File: src/rtl/axi4_xbar.sv
// axi4_xbar: one AXI4 master to two AXI4 slaves with address decode.
// Reads and writes use independent FSMs. Unmatched addresses get a
// locally generated DECERR response.
module axi4_xbar #(
    parameter logic [31:0] S0_BASE = 32'h8000_0000,
    parameter logic [31:0] S0_MASK = 32'hF800_0000,
    parameter logic [31:0] S1_BASE = 32'h1000_0000,
    parameter logic [31:0] S1_MASK = 32'hF000_0000
) (
    input  logic        clk,
    input  logic        rst_n,
    // upstream master
    input  logic [31:0] m_awaddr,
    input  logic [3:0]  m_awid,
    input  logic [7:0]  m_awlen,
    input  logic [2:0]  m_awsize,
    input  logic [1:0]  m_awburst,
    input  logic        m_awvalid,
    output logic        m_awready,
    input  logic [31:0] m_wdata,
    input  logic [3:0]  m_wstrb,
    input  logic        m_wlast,
    input  logic        m_wvalid,
    output logic        m_wready,
    output logic [3:0]  m_bid,
    output logic [1:0]  m_bresp,
    output logic        m_bvalid,
    input  logic        m_bready,
    input  logic [31:0] m_araddr,
    input  logic [3:0]  m_arid,
    input  logic [7:0]  m_arlen,
    input  logic [2:0]  m_arsize,
    input  logic [1:0]  m_arburst,
    input  logic        m_arvalid,
    output logic        m_arready,
    output logic [3:0]  m_rid,
    output logic [31:0] m_rdata,
    output logic [1:0]  m_rresp,
    output logic        m_rlast,
    output logic        m_rvalid,
    input  logic        m_rready,
    // downstream slave 0
    output logic [31:0] s0_awaddr,
    output logic [3:0]  s0_awid,
    output logic [7:0]  s0_awlen,
    output logic [2:0]  s0_awsize,
    output logic [1:0]  s0_awburst,
    output logic        s0_awvalid,
    input  logic        s0_awready,
    output logic [31:0] s0_wdata,
    output logic [3:0]  s0_wstrb,
    output logic        s0_wlast,
    output logic        s0_wvalid,
    input  logic        s0_wready,
    input  logic [3:0]  s0_bid,
    input  logic [1:0]  s0_bresp,
    input  logic        s0_bvalid,
    output logic        s0_bready,
    output logic [31:0] s0_araddr,
    output logic [3:0]  s0_arid,
    output logic [7:0]  s0_arlen,
    output logic [2:0]  s0_arsize,
    output logic [1:0]  s0_arburst,
    output logic        s0_arvalid,
    input  logic        s0_arready,
    input  logic [3:0]  s0_rid,
    input  logic [31:0] s0_rdata,
    input  logic [1:0]  s0_rresp,
    input  logic        s0_rlast,
    input  logic        s0_rvalid,
    output logic        s0_rready,
    // downstream slave 1
    output logic [31:0] s1_awaddr,
    output logic [3:0]  s1_awid,
    output logic [7:0]  s1_awlen,
    output logic [2:0]  s1_awsize,
    output logic [1:0]  s1_awburst,
    output logic        s1_awvalid,
    input  logic        s1_awready,
    output logic [31:0] s1_wdata,
    output logic [3:0]  s1_wstrb,
    output logic        s1_wlast,
    output logic        s1_wvalid,
    input  logic        s1_wready,
    input  logic [3:0]  s1_bid,
    input  logic [1:0]  s1_bresp,
    input  logic        s1_bvalid,
    output logic        s1_bready,
    output logic [31:0] s1_araddr,
    output logic [3:0]  s1_arid,
    output logic [7:0]  s1_arlen,
    output logic [2:0]  s1_arsize,
    output logic [1:0]  s1_arburst,
    output logic        s1_arvalid,
    input  logic        s1_arready,
    input  logic [3:0]  s1_rid,
    input  logic [31:0] s1_rdata,
    input  logic [1:0]  s1_rresp,
    input  logic        s1_rlast,
    input  logic        s1_rvalid,
    output logic        s1_rready
);

    localparam logic [2:0] R_IDLE     = 3'd0;
    localparam logic [2:0] R_ADDR     = 3'd1;
    localparam logic [2:0] R_DATA     = 3'd2;
    localparam logic [2:0] R_ERR_AR   = 3'd3;
    localparam logic [2:0] R_ERR_DATA = 3'd4;

    localparam logic [2:0] W_IDLE     = 3'd0;
    localparam logic [2:0] W_FWD      = 3'd1;
    localparam logic [2:0] W_RESP     = 3'd2;
    localparam logic [2:0] W_ERR      = 3'd3;
    localparam logic [2:0] W_ERR_RESP = 3'd4;

    localparam logic [1:0] T_S0  = 2'd0;
    localparam logic [1:0] T_S1  = 2'd1;
    localparam logic [1:0] T_ERR = 2'd2;

    logic [2:0] r_state, w_state;
    logic       r_tgt, w_tgt;          // 0 = s0, 1 = s1
    logic [7:0] r_cnt, r_len;
    logic [3:0] r_id, w_id;
    logic       aw_done, w_done;
    logic [1:0] ar_dec, aw_dec;
    logic       aw_fire, wl_fire;

    // s0 takes priority when both windows match
    function automatic logic [1:0] decode(input logic [31:0] a);
        if ((a & S0_MASK) == S0_BASE)      return T_S0;
        else if ((a & S1_MASK) == S1_BASE) return T_S1;
        else                               return T_ERR;
    endfunction

    assign ar_dec  = decode(m_araddr);
    assign aw_dec  = decode(m_awaddr);
    assign aw_fire = m_awvalid & m_awready;
    assign wl_fire = m_wvalid & m_wready & m_wlast;

    // Read FSM: latch target on idle, then forward or generate DECERR beats
    always_ff @(posedge clk or negedge rst_n) begin
        if (!rst_n) begin
            r_state <= R_IDLE;
            r_tgt   <= 1'b0;
            r_cnt   <= '0;
            r_len   <= '0;
            r_id    <= '0;
        end else begin
            case (r_state)
                R_IDLE: if (m_arvalid) begin
                    if (ar_dec == T_ERR) r_state <= R_ERR_AR;
                    else begin
                        r_tgt   <= ar_dec[0];
                        r_state <= R_ADDR;
                    end
                end
                R_ADDR: if (m_arvalid && m_arready) r_state <= R_DATA;
                R_DATA: if (m_rvalid && m_rready && m_rlast) r_state <= R_IDLE;
                R_ERR_AR: begin
                    r_id    <= m_arid;
                    r_len   <= m_arlen;
                    r_cnt   <= '0;
                    r_state <= R_ERR_DATA;
                end
                R_ERR_DATA: if (m_rready) begin
                    r_cnt <= r_cnt + 8'd1;
                    if (r_cnt == r_len) r_state <= R_IDLE;
                end
                default: r_state <= R_IDLE;
            endcase
        end
    end

    // Write FSM: AW and W complete in either order before the response phase
    always_ff @(posedge clk or negedge rst_n) begin
        if (!rst_n) begin
            w_state <= W_IDLE;
            w_tgt   <= 1'b0;
            aw_done <= 1'b0;
            w_done  <= 1'b0;
            w_id    <= '0;
        end else begin
            case (w_state)
                W_IDLE: begin
                    aw_done <= 1'b0;
                    w_done  <= 1'b0;
                    if (m_awvalid) begin
                        if (aw_dec == T_ERR) w_state <= W_ERR;
                        else begin
                            w_tgt   <= aw_dec[0];
                            w_state <= W_FWD;
                        end
                    end
                end
                W_FWD, W_ERR: begin
                    if (aw_fire) aw_done <= 1'b1;
                    if (aw_fire && w_state == W_ERR) w_id <= m_awid;
                    if (wl_fire) w_done <= 1'b1;
                    if ((aw_done || aw_fire) && (w_done || wl_fire))
                        w_state <= (w_state == W_ERR) ? W_ERR_RESP : W_RESP;
                end
                W_RESP:     if (m_bvalid && m_bready) w_state <= W_IDLE;
                W_ERR_RESP: if (m_bready) w_state <= W_IDLE;
                default:    w_state <= W_IDLE;
            endcase
        end
    end

    // Read channel steering; everything not selected is held at zero
    always_comb begin
        m_arready = 1'b0; m_rid = '0; m_rdata = '0; m_rresp = '0; m_rlast = 1'b0; m_rvalid = 1'b0;
        s0_araddr = '0; s0_arid = '0; s0_arlen = '0; s0_arsize = '0; s0_arburst = '0;
        s0_arvalid = 1'b0; s0_rready = 1'b0;
        s1_araddr = '0; s1_arid = '0; s1_arlen = '0; s1_arsize = '0; s1_arburst = '0;
        s1_arvalid = 1'b0; s1_rready = 1'b0;
        case (r_state)
            R_ADDR: if (r_tgt) begin
                s1_araddr = m_araddr; s1_arid = m_arid; s1_arlen = m_arlen;
                s1_arsize = m_arsize; s1_arburst = m_arburst; s1_arvalid = m_arvalid;
                m_arready = s1_arready;
            end else begin
                s0_araddr = m_araddr; s0_arid = m_arid; s0_arlen = m_arlen;
                s0_arsize = m_arsize; s0_arburst = m_arburst; s0_arvalid = m_arvalid;
                m_arready = s0_arready;
            end
            R_DATA: if (r_tgt) begin
                m_rid = s1_rid; m_rdata = s1_rdata; m_rresp = s1_rresp;
                m_rlast = s1_rlast; m_rvalid = s1_rvalid; s1_rready = m_rready;
            end else begin
                m_rid = s0_rid; m_rdata = s0_rdata; m_rresp = s0_rresp;
                m_rlast = s0_rlast; m_rvalid = s0_rvalid; s0_rready = m_rready;
            end
            R_ERR_AR: m_arready = 1'b1;
            R_ERR_DATA: begin
                m_rvalid = 1'b1;
                m_rresp  = 2'b11;
                m_rid    = r_id;
                m_rlast  = (r_cnt == r_len);
            end
            default: ;
        endcase
    end

    // Write channel steering; AW is gated once accepted, W once wlast accepted
    always_comb begin
        m_awready = 1'b0; m_wready = 1'b0; m_bid = '0; m_bresp = '0; m_bvalid = 1'b0;
        s0_awaddr = '0; s0_awid = '0; s0_awlen = '0; s0_awsize = '0; s0_awburst = '0; s0_awvalid = 1'b0;
        s0_wdata = '0; s0_wstrb = '0; s0_wlast = 1'b0; s0_wvalid = 1'b0; s0_bready = 1'b0;
        s1_awaddr = '0; s1_awid = '0; s1_awlen = '0; s1_awsize = '0; s1_awburst = '0; s1_awvalid = 1'b0;
        s1_wdata = '0; s1_wstrb = '0; s1_wlast = 1'b0; s1_wvalid = 1'b0; s1_bready = 1'b0;
        case (w_state)
            W_FWD: if (w_tgt) begin
                s1_awaddr = m_awaddr; s1_awid = m_awid; s1_awlen = m_awlen;
                s1_awsize = m_awsize; s1_awburst = m_awburst;
                s1_awvalid = m_awvalid & ~aw_done; m_awready = s1_awready & ~aw_done;
                s1_wdata = m_wdata; s1_wstrb = m_wstrb; s1_wlast = m_wlast;
                s1_wvalid = m_wvalid & ~w_done; m_wready = s1_wready & ~w_done;
            end else begin
                s0_awaddr = m_awaddr; s0_awid = m_awid; s0_awlen = m_awlen;
                s0_awsize = m_awsize; s0_awburst = m_awburst;
                s0_awvalid = m_awvalid & ~aw_done; m_awready = s0_awready & ~aw_done;
                s0_wdata = m_wdata; s0_wstrb = m_wstrb; s0_wlast = m_wlast;
                s0_wvalid = m_wvalid & ~w_done; m_wready = s0_wready & ~w_done;
            end
            W_RESP: if (w_tgt) begin
                m_bid = s1_bid; m_bresp = s1_bresp; m_bvalid = s1_bvalid; s1_bready = m_bready;
            end else begin
                m_bid = s0_bid; m_bresp = s0_bresp; m_bvalid = s0_bvalid; s0_bready = m_bready;
            end
            W_ERR: begin
                m_awready = ~aw_done;
                m_wready  = 1'b1;
            end
            W_ERR_RESP: begin
                m_bvalid = 1'b1;
                m_bresp  = 2'b11;
                m_bid    = w_id;
            end
            default: ;
        endcase
    end

endmodule
File: config.mk
export PLATFORM = sky130hd
export DESIGN_NAME = axi4_xbar
export DESIGN_NICKNAME = d
export VERILOG_FILES = /design/src/rtl/axi4_xbar.sv
export SDC_FILE = /design/constraint.sdc
export NUM_CORES = 1
export LEC_CHECK = 0
export ABC_AREA = 0
export BUFFER_PORTS_ARGS = -buffer_cell sky130_fd_sc_hd__buf_2
export CORE_AREA = 2 2 221 223
export DETAILED_ROUTE_END_ITERATION = 12
export DIE_AREA = 0 0 223 225
export PLACE_DENSITY = 0.39
export SLEW_MARGIN = 20
export SYNTH_ARGS = -nofsm -noshare
export SYNTH_HDL_FRONTEND = slang
export SYNTH_SLANG_ARGS = --single-unit
File: constraint.sdc
create_clock -name clk -period 1.5 [get_ports clk]
set_clock_uncertainty 0.05 [all_clocks]
set_input_delay 0.075 -clock clk [delete_from_list [all_inputs] [get_ports clk]]
set_output_delay 0.075 -clock clk [all_outputs]
set_load 0.005 [all_outputs]
* Word level (Yosys, flattened, before mapping)
Cells that the tools add are included.
** Cells by class
- Add/subtract/negate cells :: 1
- Equality and inequality tests :: 26
- Muxes and demuxes :: 118
- Bitwise operators :: 13
- Reduce and logical (&&, ||, !) cells :: 21
** Operators by type and width (number)
- 32-bit 2-to-1 mux :: 14
- 8-bit 2-to-1 mux :: 9
- 4-bit 2-to-1 mux :: 14
- 3-bit 2-to-1 mux :: 18
- 1-bit 2-to-1 mux :: 32
- 2-bit 2-to-1 mux :: 16
- 2-bit != test (second input constant) :: 11
- 1-bit case mux with 2 select lines :: 8
- 4-bit case mux with 2 select lines :: 2
- 8-bit case mux with 2 select lines :: 1
- 3-bit case mux with 5 select lines :: 1
- 3-bit by 2-bit == test with 1-bit output (second input constant) :: 4
- 3-bit case mux with 4 select lines :: 1
- 5-bit == test (second input constant) :: 2
- 1-bit bitwise AND :: 9
- 8-bit by 1-bit adder with 8-bit output (second input constant) :: 1
- 4-bit by 1-bit == test with 1-bit output (second input constant) :: 2
- 8-bit == test :: 1
- 2-bit case mux with 2 select lines :: 2
- 2-bit AND reduction :: 4
- 3-bit by 1-bit == test with 1-bit output (second input constant) :: 2
- 3-bit == test (second input constant) :: 2
- 1-bit logical AND :: 6
- 3-bit zero test :: 2
- other kinds (8) :: 15
** Word-level totals
- Register bits after elaboration :: 34
- Output and inout bits :: 330
- Logic and storage cells :: 189

* Logic depth before layout (Yosys ltp)
Gate-level depths: netlist (run 1).
- Depth after elaboration :: 10
- Mapped depth :: 6
- Depth with buffers taken out :: 4

* Worst setup path before layout (run 1)
Ideal clock, no wire load.
- Path type :: reg2reg
- Start point :: register r_state[1]
- End point :: register r_cnt[7]
- Library setup time :: 0.120 ns
- Arrival time :: 1.285 ns
- Data required time :: 1.330 ns
- Setup slack :: 0.045 ns
- Stages on the path, launching flop included :: 6
- Clock period less this slack :: 1.455 ns
- Path through :: dfrtp_1 -> buf_6 -> nand4bb_4 -> a2111oi_4 -> xnor2_1 -> nor2_2
** On the way
- Longest elaborated chain between the ends :: 3
- Elaborated cells on any way between the ends :: 6
** Ends and longest elaborated chain
- start, declared :: RTL line 120 : logic [2:0] r_state, w_state;
- start signal, assigned :: RTL line 143 : r_state <= R_IDLE;
- start signal, assigned :: RTL line 151 : if (ar_dec == T_ERR) r_state <= R_ERR_AR;
- start signal, assigned :: RTL line 154 : r_state <= R_ADDR;
- 3-bit == test or 3-bit by 2-bit == test with 1-bit output (tied branches) :: RTL line 149 : case (r_state)
- 2-bit != test (no source line) or 2-bit nonzero test (tied branches)
- 2-bit AND reduction (no source line)
- end signal, assigned :: RTL line 166 : r_cnt <= r_cnt + 8'd1;
- end, declared :: RTL line 122 : logic [7:0] r_cnt, r_len;
Several ways; a longest one is shown, not always the timed one.
A chain may end at the register's enable or synchronous reset.

* Worst setup path in the final report (run 1)
- Start point :: register r_state[0]
- End point :: output port s0_rready
** On the way
- Longest elaborated chain between the ends :: 2
** Ends and longest elaborated chain
- 3-bit by 2-bit == test with 1-bit output :: RTL line 216 : case (r_state)
- 1-bit 2-to-1 mux :: RTL line 216
- end, declared :: RTL line 71 : output logic s0_rready,
Every way passes these cells.

==> run metrics, run 1 <==
status=finished, violations left; failing checks=setup timing; mux share of post-synthesis cell area=12.3%; RSZ-0062 raised after global routing=yes; DR iter-0 viols=roughly 230; crit-path cells=buf_6, or3_4, buf_12, nor3b_4, buf_2; Clock transition at path regs=about 60 ps; CTS tree=done; HPWL after DPL=between 20000 and 30000 um; min-delay worst type=primary input to flip-flop; LEAKAGE=6.10 nW; CORE AREA=47500 sq um; IO buf count=571; Num CTS Buffers=5; R2R cell count=6; post-synthesis adder-cell area fraction=0.270%; Post-Synth Simple-Gate Area=about 54%; Synth Register Bits=34; Synth Instances=644; final hold violation count=0; Yosys warning total=0; Slew Limit Fails=0; first-pass iteration count of the detailed router=4; shortest period the worst path allows=1910 ps; routed vias=~7400; achievable frequency=523 MHz; H-tree level count=2; Crit path depth=5; largest family of logic cells by synthesized area=simple AND/OR/NAND/NOR gates; vias per inst=3.87; synth top area cells=and2_1 25%, dfrtp_1 18%, and3_1 12%; # setup viols final=344; die width=about 220 um; crit-path leading delay family=simple AND/OR/NAND/NOR gates; Final period util=127%; CP endpoint kind=output port; Synth Cell Area=4630 sq um; Starting Density=9.74%; RD Place Congestion=~0.80; drc violations=0; Total GRT Usage=12.9%; drt total wl=37400 um; clk sinks=34; nets=1539; Synth Flop Type=dfrtp_1; area leader, netlist=and2_1; die area=50200 sq um; Max Cap Viol=0; Slew Limit Headroom=72.5%; Req. time, crit path=1370 ps; initial antenna violation count=7; area share of xor/xnor cells in the synthesized design=2.46%; Worst-Margin Slew=401 ps; Worst Path Arrival=1790 ps; multi-input combinational cell area=between 4000 and 5000 sq um; pwr dens=1370 nW/um^2; ANT nets after route=0; Die H=225 um; Layout area overhead=146%; Min-Delay Path Depth=3; Root Driver=clkbuf_16; Worst path slowest cell=or3_4; Crit path buffers/inverters=3; Startpoint Class=flip-flop; synth unique cells=between 50 and 60; dpl cells=1833; fill cell count=between 5000 and 6000; Post-Layout Cell Count=1916; Syn Area/Cell=7.19 sq um; worst skew pair latency=around 290 ps; post-route setup slack=-411 ps; register area share after synthesis=18.4%; Critical Path Max Stage Delay=approximately 410 ps; row count=80; critical path class=flip-flop to output port; FFs w/ async S/R, synth=100%; share of cells above drive strength 1=about 69%; first-pass GRT wire length=47400 um; Compound-Gate Fraction of Synth Area=6.48%; sequential standard cell area=~860 sq um; CTS max path bufs=2; Crit Path Max Fanout=21; largest net degree at the start of global routing=36; top cell type's share of synthesized area=25.1%; Layout Utilization=24.0%; WL/cell=19.5 um; number of synthesized flops with an enable pin=0; IR drop worst, VDD=860 uV; # IOs=roughly 570; total global routing overflow=0; vias in the first global route=between 7000 and 8000; Syn Nets=887
-- metrics by stage --
step / area, sq um / total power (W) / hold slack (ps) / setup WS, ps / setup TNS, ps
2_1_floorplan: 4630 / 0.00499 / -271 / 45.0 / 0
3_3_place_gp: 8580 / 0.00854 / 1.42 / -186 / -3740
3_5_place_dp: 8580 / 0.00857 / 0.235 / -182 / -3670
4_1_cts: 9650 / 0.0126 / 6.73 / -371 / -89860
5_1_grt: 11400 / 0.0166 / 10.0 / -479 / -126660
6_report: 11400 / 0.0157 / 5.97 / -411 / -101740
-- where the power goes --
part | leakage (nW) | internal [W] | switching (W)
Clock | 0.0729 | 0.000658 | 0.000436
Sequential | 0.431 | 0.00126 | 0.000275
Combinational | 5.60 | 0.00759 | 0.00547
-- layout by cell type, fill, tap and decap left out, drive strengths merged, types with 4 or more instances in the layout --
cell type    count
a21oi            5
and2           186
and3            92
buf            683
clkbuf          21
dfrtp           34
diode            4
dlygate4sd3      4
inv              7
mux2             6
mux2i           50
nand2           54
nand3            7
nor2            59
nor3             9
nor3b            5
o21ai           18
xor2            10
-- flip-flops by register name (all words and copies together), names as in the netlist --
signal / count
r_cnt: 8
w_done: 1
w_state: 3
r_tgt: 1
r_state: 3
r_len: 8
w_tgt: 1
w_id: 4
r_id: 4
aw_done: 1
-- worst reg2reg max path: stages (launching register included) --
cell     delay [ps]
dfrtp_1         380
buf_4           130
buf_4           150
nor3b_1         290
nand2_1         120
o31a_1          250
o22a_1          210
-- layer usage --
metal / share of wire, % / GRT usage [%]
met4: 4.8 / 5.30
met2: 54 / 25.6
met1: 36 / 13.4
met3: 5.3 / 1.98
met5: 0 / 0
-- cell families after synthesis --
| family | count (synthesis) |
|---|---|
| flip-flops | 34 |
| AO/OA/AOI/OAI | 44 |
| adder cells (fa/ha/maj) | 1 |
| XOR/XNOR | 13 |
| buffers and inverters | 65 |
| multiplexers | 56 |
| AND/OR/NAND/NOR | 431 |
-- what timing repair did --
action / 4_1_cts / 5_1_grt
buffers inserted: 23 / 17
setup endpoints to repair: 339 / 347
gates resized for setup: 84 / 304
endpoints found under the hold margin: 13 / 0
hold buffers: 4 / 0
cloned: 15 / 15
pin swaps: 31 / 85
-- final cells by class --
cell class / instances / area share, %
well taps: 615 / 6.74
flip-flops and latches: 34 / 7.50
clock buffers: 6 / 1.22
inverters: 8 / 0.318
repair buffers: 702 / 47.4
clock inverters: 2 / 0.110
diodes: 4 / 0.0877
multi-input cells: 545 / 36.6
-- Yosys cell counts (3+ instances only) --
| library cell | n |
|---|---|
| and2_1 | 186 |
| dfrtp_1 | 34 |
| xnor2_1 | 3 |
| clkbuf_2 | 8 |
| or3_1 | 3 |
| xor2_1 | 10 |
| clkbuf_1 | 30 |
| nor3_2 | 3 |
| mux2_2 | 6 |
| nor2_1 | 57 |
| inv_1 | 6 |
| o22ai_1 | 3 |
| nand2_1 | 54 |
| nand3_1 | 7 |
| o21ai_0 | 11 |
| and3_1 | 92 |
| mux2i_1 | 50 |
| buf_4 | 3 |
| nor3b_1 | 4 |
| nor3_1 | 6 |
| buf_2 | 14 |
| nor2b_1 | 3 |
| o21ai_1 | 7 |
| a21oi_1 | 5 |
-- final timing paths --
| check | end | start | slack [ps] |
|---|---|---|---|
| max reg2reg | w_tgt | w_state[1] | -210 |
| min reg2reg | r_id[1] | r_id[1] | 430 |
| max in group asynchronous | r_tgt | rst_n | 700 |
| min in group asynchronous | w_id[1] | rst_n | 220 |
| min | r_len[2] | m_arlen[2] | 6 |
| max | s0_rready | r_state[0] | -410 |
Note: power is estimated with default switching activity, not from simulation.
==> run 2, diff against run 1 <==
- GPL_TIMING_DRIVEN: default -> 0
==> run metrics, run 2 (synthesis results as in run 1) <==
crit-path cells=buf_6, or3_4, buf_12, o21ai_1, buf_2; total power=0.0132 W; # setup viols final=around 360; Worst path slowest cell=or3_4; routed vias=7310; Req. time, crit path=between 1000 and 1500 ps; clk sinks=34; largest net degree at the start of global routing=35; die width=223 um; Die H=around 230 um; Crit Path Max Fanout=6; CTS max path bufs=2; Final period util=127%; row count=80; Critical Path Max Stage Delay=460 ps; LEAKAGE=5.90 nW; HPWL after DPL=30400 um; H-tree level count=2; die area=roughly 50000 sq um; RSZ-0062 raised after global routing=yes; total global routing overflow=0; post-route design area=10800 sq um; Placed Area=8260 sq um; RD Place Congestion=slightly below 0.8; WL/cell=19.3 um; Crit path buffers/inverters=3; status=finished, violations left; Worst-Margin Slew=904 ps; biggest regs=r_cnt: 8 flops, r_len: 8 flops; failing checks=setup timing; setup tns final=-104300 ps; Slew Limit Fails=0; Layout area overhead=133%; Slew Limit Headroom=39.8%; crit-path leading delay family=simple AND/OR/NAND/NOR gates; Num CTS Buffers=5; Place WS=-722 ps; Worst Path Arrival=approximately 1800 ps; Clock transition at path regs=60 ps; commonest non-fill, non-tap cell in the layout=buf_2; # IOs=572; shortest period the worst path allows=1910 ps; Max Cap Viol=0; most frequent cells in the layout=460 x buf_2, 150 x buf_6, 97 x and2_1, 89 x and2_4, 66 x and3_1; first-pass iteration count of the detailed router=4; drt total wl=36700 um; Starting Density=about a tenth; CP endpoint kind=output port; min-delay worst type=primary input to flip-flop; Total GRT Usage=13.0%; IR drop worst, VDD=roughly 650 uV; post-route setup slack=-405 ps; ANT nets after route=0; nets=1526; pwr dens=1220 nW/um^2; critical path class=flip-flop to output port; final hold violation count=0; vias in the first global route=7220; CTS tree=done; worst skew pair latency=between 200 and 300 ps; vias per inst=3.84; drc violations=0; IO buf count=571; DR iter-0 viols=roughly 220; CORE AREA=47500 sq um; initial antenna violation count=9; first-pass GRT wire length=between 40000 and 50000 um; Root Driver=clkbuf_16; achievable frequency=525 MHz; Startpoint Class=flip-flop; share of cells above drive strength 1=65.7%
run 2: changes by cell type in the layout (fill, tap and decap cells not counted), moves of 10 or more:
cell / delta
buf_16: -12
nor2_4: -17
nor2_1: +24
and3_1: +10
and3_4: -10
buf_6: +20
buf_4: -34
buf_8: +12
buf_12: -16
run 2: worst paths after layout:
kind / from / to / slack (ps) / cells past startpoint
max: r_state[2] / m_rlast / -410 / 5
min: m_awid[0] / w_id[0] / 30 / 2
max reg2reg: r_state[2] / r_cnt[7] / -270 / 6
min reg2reg: r_id[2] / r_id[2] / 430 / 2
max in group asynchronous: rst_n / w_state[2] / 370 / 2
min in group asynchronous: rst_n / w_id[1] / 410 / 2
run 2: stage by stage:
step / util, % / hold slack [ps] / cells
6_report: 22.7 / 30.4 / 1903
2_1_floorplan: - / -271 / 644
3_5_place_dp: 17.4 / 232 / 1830
3_3_place_gp: 17.4 / 229 / 1830
5_1_grt: 22.7 / 20.5 / 1903
4_1_cts: 19.7 / 3.79 / 1871
run 2: layer usage:
metal	vias up	share of wire (%)	GRT usage, %
met4	2	4.6	6.60
met3	48	6.0	2.29
met1	3427	36	13.6
met5	-	0.035	0
met2	395	53	24.9
li1	3438	-	-
run 2: layout make-up:
class	count	area [sq um]
inverter	8	35.0
sequential	34	852
antenna	4	10.0
timing repair buffer	634	4300
clock inverter	2	60.1
clock buffer	6	139
tap	615	769
fill	5302	36700
multi-input combinational	545	3990
buffer	55	651
run 2: what timing repair did:
item / CTS / global route
resized for setup: 162 / 281
hold endpoints to repair: 42 / 0
gates cloned: 3 / 12
pin swaps: 36 / 66
endpoints found under the setup margin: 355 / 359
buffers inserted: 22 / 17
hold buffers: 9 / 0
run 2: worst reg2reg max path: stages (launching register included):
cell and delay (ps):
dfrtp_1 400, buf_6 120, buf_4 130, nand3b_2 350, a2111oi_4 390, xnor2_1 180
nor2_2 40
run 2: where the power goes:
group | switching, W | total, W | internal, W | leakage, nW
Sequential | 0.000232 | 0.00149 | 0.00125 | 0.435
Combinational | 0.00473 | 0.0102 | 0.00550 | 5.37
Clock | 0.000453 | 0.00145 | 0.000999 | 0.0971
==> run 3, diff against run 2 <==
- PLACE_DENSITY: 0.39 -> 0.38
- clock period: 1.5 -> 1.9 ns (I/O delays scaled with it)
==> run metrics, run 3 (synthesis results as in run 1) <==
Slew Limit Headroom=36.8%; Startpoint Class=flip-flop; R2R cell count=5; Max Cap Viol=0; die width=223 um; IO buf count=571; H-tree level count=2; fill cell count=approximately 5400; RD Place Congestion=approximately 0.82; multi-input combinational cell area=3690 sq um; Slew Limit Fails=0; worst skew pair latency=290 ps; shortest period the worst path allows=1920 ps; post-route design area=9470 sq um; critical path class=flip-flop to output port; Worst Path Arrival=1780 ps; drc violations=0; share of cells above drive strength 1=58.9%; power share of the combinational group=75.2%; CORE AREA=47500 sq um; Int Power=0.00535 W; Final period util=101%; LEAKAGE=5.55 nW; first-pass iteration count of the detailed router=4; biggest regs=r_cnt: 8 flops, r_len: 8 flops; min-delay worst type=primary input to flip-flop; IR drop worst, VDD=476 uV; Reg-to-Reg Start=w_state[2]; R2R Setup Slk=110 ps; Root Driver=clkbuf_16; Reg power frac=roughly 13%; hold worst-path end=r_len[7]; post-route setup slack=-20.6 ps; achievable frequency=521 MHz; DR iter-0 viols=280; setup tns final=-20.9 ps; clock power share=12.3%; Starting Density=9.74%; row count=80; failing checks=setup timing; Placed Area=between 8000 and 9000 sq um; Clock transition at path regs=60 ps; r2r endpoint=w_id[1]; Hold Path Origin=m_arlen[7]; Num CTS Buffers=5; CTS tree=done; pwr dens=990 nW/um^2; vias per inst=between 3 and 4; # IOs=572; sequential standard cell area=852 sq um; clk sinks=34; Req. time, crit path=1750 ps; die area=50200 sq um; Min-Delay Path Depth=3; routed vias=7094; Total GRT Usage=12.4%; drt total wl=34500 um; initial antenna violation count=5; total global routing overflow=0; Worst-Margin Slew=947 ps; CP endpoint kind=output port; dpl cells=about 1800; Crit Path Max Fanout=10; vias in the first global route=6897; WL/cell=18.4 um; Net Switching=0.00402 W; status=finished, violations left; nets=1496; largest net degree at the start of global routing=35; commonest non-fill, non-tap cell in the layout=buf_2; CTS max path bufs=2; first-pass GRT wire length=46100 um; Layout area overhead=104%; # setup viols final=2; HPWL after DPL=29400 um; ANT nets after route=0; final hold violation count=0; most frequent cells in the layout=544 x buf_2, 149 x and2_1, 88 x and3_1, 54 x buf_6, 53 x nor2_1; Die H=225 um; Sw Share=42.9%; Post-Layout Cell Count=1873; RSZ-0062 raised after global routing=yes
[run 3: cell types whose count changed in the layout (fill, tap and decap cells not counted), sizes merged]
cell         previous run  this run
buf                   659       636
dlygate4sd3             9         3
clkbuf                 27        26
[run 3: power by group through the flow]
stage | Clock, W | Sequential (W) | Combinational (W)
2_1_floorplan | 0 | 0.00114 | 0.00280
3_3_place_gp | 0 | 0.00119 | 0.00533
3_5_place_dp | 0 | 0.00119 | 0.00532
4_1_cts | 0.00122 | 0.00117 | 0.00621
5_1_grt | 0.00125 | 0.00120 | 0.00762
6_report | 0.00115 | 0.00117 | 0.00705
[run 3: layer usage]
| metal | vias up | track usage, % | routed length, um |
|---|---|---|---|
| met3 | 44 | 1.86 | 1890 |
| li1 | 3377 | - | - |
| met5 | - | 0 | 12 |
| met2 | 393 | 24.5 | 18600 |
| met4 | 2 | 5.56 | 1470 |
| met1 | 3278 | 12.9 | 12500 |
[run 3: stage by stage]
step	worst slack, ps	total power (W)	utilization, %	hold WS (ps)
2_1_floorplan	431	0.00394	-	-251
4_1_cts	-54.1	0.00861	18.8	2.11
5_1_grt	-76.9	0.0101	19.9	13.3
3_3_place_gp	-267	0.00652	17.4	259
3_5_place_dp	-311	0.00652	17.4	257
6_report	-20.6	0.00937	19.9	7.73
[run 3: cell type report]
class / count / area share (%)
diodes: 4 / 0.106
plain buffers: 54 / 5.80
clock buffers: 6 / 1.47
clock inverters: 2 / 0.634
inverters: 8 / 0.396
multi-input cells: 545 / 39.0
flip-flops and latches: 34 / 9.00
well taps: 615 / 8.13
repair buffers: 605 / 35.5
[run 3: how the worst max path moves through the flow]
| stage | startpoint | end | slack [ps] |
|---|---|---|---|
| 6_report | r_state[0] | s0_rready | -20 |
| 3_3_place_gp | w_state[2] | s1_wdata[30] | -270 |
| 4_1_cts | w_state[2] | s1_wdata[30] | -50 |
| 5_1_grt | r_state[0] | s0_rready | -80 |
| 2_1_floorplan | r_state[2] | s1_araddr[0] | 430 |
| 3_5_place_dp | r_state[2] | s1_arlen[1] | -310 |
[run 3: critical path: stages, from the launching register on]
cell	delay, ps
dfrtp_1	400
buf_4	140
or3_4	450
buf_12	180
nor3b_2	170
buf_2	140
[run 3: timing repair]
item                                   4_1_cts  5_1_grt
setup endpoints to repair                  318      239
hold buffers                                 3        0
buffers inserted                            17        9
cloned                                       0        5
endpoints found under the hold margin       36        0
resized for setup                          104      120
pin swaps                                    7       23
